File: src/rtl/chacha20_xor_sink.sv
// chacha20_xor_sink: keystream consumer for ChaCha20.
// Buffers up to DEPTH 512-bit keystream pads and XORs each incoming data word
// with the next unused keystream word. Encrypt and decrypt are the same
// operation. A pad is retired after its last word or at end of message, so
// keystream words are never reused.
module chacha20_xor_sink #(
  parameter int WORD_W   = 32,
  parameter int KS_WORDS = 16,
  parameter int DEPTH    = 2
) (
  input  logic                       clock,
  input  logic                       reset_n,
  input  logic                       clear,
  input  logic [WORD_W*KS_WORDS-1:0] ks_data,
  input  logic                       ks_valid,
  output logic                       ks_ready,
  input  logic [WORD_W-1:0]          in_data,
  input  logic                       in_last,
  input  logic                       in_valid,
  output logic                       in_ready,
  output logic [WORD_W-1:0]          out_data,
  output logic                       out_last,
  output logic                       out_valid,
  input  logic                       out_ready,
  output logic [31:0]                pads_used
);

  localparam int KS_W   = WORD_W * KS_WORDS;
  localparam int PTR_W  = (DEPTH > 1) ? $clog2(DEPTH) : 1;
  localparam int CNT_W  = $clog2(DEPTH + 1);
  localparam int WIDX_W = $clog2(KS_WORDS);

  // Circular pointer advance; explicit wrap keeps DEPTH=1 correct too.
  function automatic logic [PTR_W-1:0] ptr_inc(input logic [PTR_W-1:0] p);
    logic [PTR_W-1:0] n;
    if (p == PTR_W'(DEPTH - 1)) begin
      n = {PTR_W{1'b0}};
    end else begin
      n = p + PTR_W'(1);
    end
    return n;
  endfunction

  logic [KS_W-1:0]   buf_r [DEPTH];
  logic [PTR_W-1:0]  rd_ptr_r;
  logic [PTR_W-1:0]  wr_ptr_r;
  logic [CNT_W-1:0]  count_r;
  logic [WIDX_W-1:0] widx_r;
  logic [WORD_W-1:0] out_data_r;
  logic              out_last_r;
  logic              out_valid_r;
  logic [31:0]       pads_used_r;

  logic              ks_ready_s;
  logic              in_ready_s;
  logic              push_s;
  logic              xfer_s;
  logic              pop_s;
  logic              out_free_s;
  logic [KS_W-1:0]   head_s;
  logic [WORD_W-1:0] ks_word_s;

  // Handshake decode: ready signals never look at their own valid, and clear
  // blocks every push and transfer in its cycle.
  always_comb begin
    ks_ready_s = (count_r != CNT_W'(DEPTH)) && !clear;
    out_free_s = !out_valid_r || out_ready;
    in_ready_s = (count_r != CNT_W'(0)) && out_free_s && !clear;
    push_s     = ks_valid && ks_ready_s;
    xfer_s     = in_valid && in_ready_s;
    pop_s      = xfer_s && ((widx_r == WIDX_W'(KS_WORDS - 1)) || in_last);
  end

  // Select the current keystream word from the head pad.
  always_comb begin
    head_s    = buf_r[rd_ptr_r];
    ks_word_s = {WORD_W{1'b0}};
    for (int i = 0; i < KS_WORDS; i++) begin
      if (widx_r == WIDX_W'(i)) begin
        ks_word_s = head_s[WORD_W*i +: WORD_W];
      end else begin
        ks_word_s = ks_word_s;
      end
    end
  end

  // Pad storage: written only on an accepted push.
  always_ff @(posedge clock or negedge reset_n) begin
    if (!reset_n) begin
      for (int i = 0; i < DEPTH; i++) begin
        buf_r[i] <= {KS_W{1'b0}};
      end
    end else if (push_s) begin
      buf_r[wr_ptr_r] <= ks_data;
    end
  end

  // Buffer pointers, occupancy and word index within the head pad.
  always_ff @(posedge clock or negedge reset_n) begin
    if (!reset_n) begin
      rd_ptr_r <= {PTR_W{1'b0}};
      wr_ptr_r <= {PTR_W{1'b0}};
      count_r  <= {CNT_W{1'b0}};
      widx_r   <= {WIDX_W{1'b0}};
    end else if (clear) begin
      rd_ptr_r <= {PTR_W{1'b0}};
      wr_ptr_r <= {PTR_W{1'b0}};
      count_r  <= {CNT_W{1'b0}};
      widx_r   <= {WIDX_W{1'b0}};
    end else begin
      if (push_s) begin
        wr_ptr_r <= ptr_inc(wr_ptr_r);
      end
      if (pop_s) begin
        rd_ptr_r <= ptr_inc(rd_ptr_r);
        widx_r   <= {WIDX_W{1'b0}};
      end else if (xfer_s) begin
        widx_r <= widx_r + WIDX_W'(1);
      end
      case ({push_s, pop_s})
        2'b10:   count_r <= count_r + CNT_W'(1);
        2'b01:   count_r <= count_r - CNT_W'(1);
        default: count_r <= count_r;
      endcase
    end
  end

  // Registered output stage: load on transfer, drop valid once consumed.
  always_ff @(posedge clock or negedge reset_n) begin
    if (!reset_n) begin
      out_data_r  <= {WORD_W{1'b0}};
      out_last_r  <= 1'b0;
      out_valid_r <= 1'b0;
    end else if (clear) begin
      out_valid_r <= 1'b0;
    end else if (xfer_s) begin
      out_data_r  <= in_data ^ ks_word_s;
      out_last_r  <= in_last;
      out_valid_r <= 1'b1;
    end else if (out_ready) begin
      out_valid_r <= 1'b0;
    end
  end

  // Retired-pad counter; survives clear, wraps naturally.
  always_ff @(posedge clock or negedge reset_n) begin
    if (!reset_n) begin
      pads_used_r <= 32'd0;
    end else if (pop_s) begin
      pads_used_r <= pads_used_r + 32'd1;
    end
  end

  assign ks_ready  = ks_ready_s;
  assign in_ready  = in_ready_s;
  assign out_data  = out_data_r;
  assign out_last  = out_last_r;
  assign out_valid = out_valid_r;
  assign pads_used = pads_used_r;

endmodule

File: config.mk
export PLATFORM = sky130hd
export DESIGN_NAME = chacha20_xor_sink
export DESIGN_NICKNAME = d
export VERILOG_FILES = /design/src/rtl/chacha20_xor_sink.sv
export SDC_FILE = /design/constraint.sdc
export NUM_CORES = 2
export LEC_CHECK = 0
export CAP_MARGIN = 10
export CORE_ASPECT_RATIO = 2
export CORE_UTILIZATION = 40
export DETAILED_ROUTE_END_ITERATION = 8
export DONT_BUFFER_PORTS = 1
export PLACE_DENSITY = 0.64
export RECOVER_POWER = 50
export SLEW_MARGIN = 20
export SYNTH_ARGS = -nofsm -noshare
export SYNTH_HDL_FRONTEND = slang
export SYNTH_SLANG_ARGS = --single-unit
File: constraint.sdc
create_clock -name clock -period 2.3 [get_ports clock]
set_input_delay 0.23 -clock clock [delete_from_list [all_inputs] [get_ports clock]]
set_output_delay 0.23 -clock clock [all_outputs]
set_load 0.02 [all_outputs]
==> results.sh <==
export IMPL_slowest_stage="or4b_4"
export IMPL_core_area_sq_um=128200
export IMPL_holdBufCountCts=548
export IMPL_hold_slack_ns=-0.5532
export IMPL_hold_viol=113
export IMPL_grt_overflow=0
export IMPL_firstDrtPassIters=7
export IMPL_post_dp_hpwl_microns=127300
export IMPL_p_seq_share_pct=46.9
export IMPL_netlist_cell_type_count=60
export IMPL_p_int_uw=46080
export IMPL_grt_usage_pct=26.33
export IMPL_via_count=35830
export IMPL_grt_max_degree=168
export IMPL_htree_levels=3
export IMPL_setup_ws_ns=-0.4315
export IMPL_setup_violations=833
export IMPL_area_growth_pct=31.52
export IMPL_fillerInstances=10670
export IMPL_p_leak_uw=0.02734
export IMPL_die_x_microns=256.0
export IMPL_async_reset_ff_share_pct=100.0
export IMPL_cts_sinks=1098
export IMPL_ys_warn_count=0
export IMPL_antenna_found_initial=58
export IMPL_viasPerCell=5.518
export IMPL_io_buffers=0
export IMPL_fin_cells=6493
export IMPL_synth_avg_cell_area_sq_um=13.48
export IMPL_grt_pass1_wl_microns=256200
export IMPL_skew_ns=0.03568
export IMPL_final_cell_mix="1118 x mux2_2, 1096 x dfrtp_1, 548 x dlygate4sd3_1"
export IMPL_cts_buffers=104
export IMPL_final_core_util_pct=52.94
export IMPL_p_sw_uw=19230
export IMPL_cp_cell_sequence="inv_4 -> ha_4 -> or4b_4 -> buf_12 -> o22ai_1 -> o211ai_1 -> a21oi_2 -> nor2_4 -> buf_6 -> xor2_1 -> o22ai_1"
export IMPL_dp_cells=5675
export IMPL_start_util_pct=40.25
export IMPL_synth_edf_count=0
export IMPL_mappedNetlistArea_sq_um=51620
export IMPL_final_nets=5239
export IMPL_clkSlewWorstSetupHoldPaths_ns=0.08
export IMPL_pwr_share_comb_pct=24.7
export IMPL_clock_latency_ns=0.73
export IMPL_peakVddDrop_mv=0.7929
export IMPL_cts_tree="built"
export IMPL_final_seq_area_sq_um=27480
export IMPL_grt_pass1_vias=38400
export IMPL_r2r_end="out_data[16]$_DFFE_PN0P_"
export IMPL_routed_wirelength_microns=173900
export IMPL_multi_input_area_sq_um=23980
export IMPL_hp_class="input port to async pin"
export IMPL_die_height_microns=510.0
export IMPL_pwr_share_clk_pct=28.4
export IMPL_fmax_ghz=0.3661
export IMPL_drive_above_1_share_pct=42.62
export IMPL_power_density_nw_per_um2=962.0
export IMPL_syn_num_nets=4385
export IMPL_clockBufferDepth=3
export IMPL_final_common_cell="mux2_2"
export IMPL_criticalPathCategory="flop to flop"
export IMPL_rsz0062_at_grt="yes"
export IMPL_drcViolationCount=0
export IMPL_gp_congestion=0.8417
export IMPL_seq_area_frac_synth_pct=53.23
export IMPL_cap_violations=2
export IMPL_startpoint_type="flop"
export IMPL_relSlewSlack_pct=-42.33
export IMPL_synth_ff_type="dfrtp_1"
export IMPL_endpoint_kind="flop"
export IMPL_drt_iter0_markers=2188
export IMPL_cp_max_fo=9
export IMPL_cts_root_buf="clkbuf_16"
export IMPL_r2r_start="widx_r[0]$_DFFE_PN0P_"
export IMPL_fin_crit_ns=2.732
export IMPL_finalCritPeriodShare_pct=118.8
export IMPL_worst_path_largest_cell_delay_ns=0.60
export IMPL_io_pins=619
export IMPL_r2r_worst_path_cells=11
export IMPL_netlist_instances=3829
export IMPL_wl_per_cell_microns=26.78
export IMPL_slew_viol_final=221
export IMPL_worstMarginPinSlew_ns=2.135
export IMPL_cp_required_ns=2.94
export IMPL_yosys_register_bits=1098
export IMPL_violations="negative hold slack, max-capacitance violations, max-slew violations, negative setup slack"
export IMPL_regToRegSetupSlack_ns=-0.43
export IMPL_outcome="finished with violations"
export IMPL_rows=186
export IMPL_die_area_sq_um=130600
export IMPL_p_sw_share_pct=29.45
export IMPL_crit_path_frequent_cell="o22ai_1"
export IMPL_drtAntennaViolNets=0
export IMPL_worst_ep_arrival_time_ns=3.37
-- cell usage after synthesis, types with 3 or more instances --
library cell     n  area share (%)
clkbuf_1        52            0.38
o211ai_1        61            0.89
a21oi_1        131             1.3
mux2_2        1118              24
nand4_1         11            0.13
dfrtp_1       1098              53
nor2b_1          3           0.036
buf_2          194             1.9
and3_1           8           0.097
a221oi_1        31            0.53
buf_4           25            0.36
inv_1            6           0.044
buf_1            5           0.036
mux2i_1        419             8.1
and4_1           5           0.085
o21ai_0         36            0.35
a2111oi_2       19            0.55
a22oi_1         66            0.96
nand2_1         25            0.18
nor2_1         132            0.96
ha_1             5            0.12
and3b_1          5           0.085
buf_6           11            0.24
o22ai_1        156             1.9
nand3_1         47            0.46
xor2_1          36            0.61
a2111oi_0       11            0.19
nand3b_1         6           0.087
a211oi_1         4           0.058
xnor2_1         62             1.1
nor2_2           5           0.061
-- worst max-delay path: cells and delay by family (launching register included) --
kind	cells	cell delay, ns
DFF	1	0.47
AOI/OAI and AO/OA	4	0.74
buffers and inverters	3	0.43
and+or+nand+nor	2	0.71
xor gates and xnor gates	1	0.13
adders and majority gates	1	0.13
-- power by group through the flow --
stage / registers (uW) / logic (uW) / clock network [uW]
after global placement: 30300 / 13800 / 0
after CTS: 30500 / 16200 / 19000
final: 30600 / 16100 / 18600
after detailed placement: 30800 / 14600 / 0
after floorplan: 29200 / 10100 / 0
after global routing: 31400 / 17300 / 19600
-- per-stage QoR --
step	instance area, sq um	TNS (ns)	setup WS, ns	hold slack, ns	power, uW
6_report	67890	-129.86	-0.4315	-0.5532	65310
5_1_grt	67860	-258.55	-0.5335	-0.5298	68340
4_1_cts	67340	-10.52	-0.4402	-0.4173	65650
3_5_place_dp	56590	-295.53	-1.229	0.3071	45340
3_3_place_gp	56400	-20.44	-1.223	-0.03466	44130
2_1_floorplan	51620	0	0.09988	-0.06559	39330
-- timing repair --
| action | CTS | global route |
|---|---|---|
| resized for setup | 276 | 87 |
| endpoints found under the setup margin | 248 | 329 |
| cloned | 6 | 4 |
| endpoints found under the hold margin | 1231 | 165 |
| pin swaps | 70 | 56 |
| buffers inserted | 27 | 15 |
-- layer usage --
metal	global-route usage, %	share of wire, %
met1	32.31	40
met2	44.55	49
met3	4.058	4.6
met4	14.16	5.7
met5	0	0.10
-- worst max-delay path by stage --
| stage | start | end | slack, ns | cells past startpoint |
|---|---|---|---|---|
| floorplan | widx_r[0]$_DFFE_PN0P_ | out_data[30]$_DFFE_PN0P_ | 0.1 | 11 |
| global placement | widx_r[0]$_DFFE_PN0P_ | out_data[16]$_DFFE_PN0P_ | -1.22 | 12 |
| detailed placement | widx_r[0]$_DFFE_PN0P_ | out_data[16]$_DFFE_PN0P_ | -1.23 | 12 |
| CTS | rd_ptr_r$_DFFE_PN0P_ | out_data[16]$_DFFE_PN0P_ | -0.44 | 12 |
| global route | widx_r[3]$_DFFE_PN0P_ | out_data[27]$_DFFE_PN0P_ | -0.53 | 13 |
| finish | widx_r[0]$_DFFE_PN0P_ | out_data[16]$_DFFE_PN0P_ | -0.43 | 11 |
-- area by class of cell --
| class | instances | area share (%) |
|---|---|---|
| flip-flops and latches | 1098 | 40.48 |
| repair buffers | 1035 | 15.53 |
| diodes | 36 | 0.1327 |
| inverters | 6 | 0.03686 |
| clock inverters | 52 | 1.012 |
| multi-input cells | 2438 | 35.32 |
| well taps | 1692 | 3.118 |
| clock buffers | 136 | 4.368 |
-- registers in the layout, indices dropped and copies added (netlist names) --
signal     flops
out_last       1
out_valid      1
count_r        2
pads_used     32
wr_ptr_r       1
rd_ptr_r       1
widx_r         4
out_data      32
buf_r       1024
-- cells by family after synthesis --
| family | share of synthesized area (%) |
|---|---|
| flip-flops | 53.23 |
| XOR/XNOR | 1.663 |
| AO/OA/AOI/OAI | 6.925 |
| AND/OR/NAND/NOR | 2.572 |
| buffers and inverters | 2.943 |
| multiplexers | 32.54 |
| adder cells (fa/ha/maj) | 0.1212 |
No activity file was read; power rests on OpenSTA's default activity.
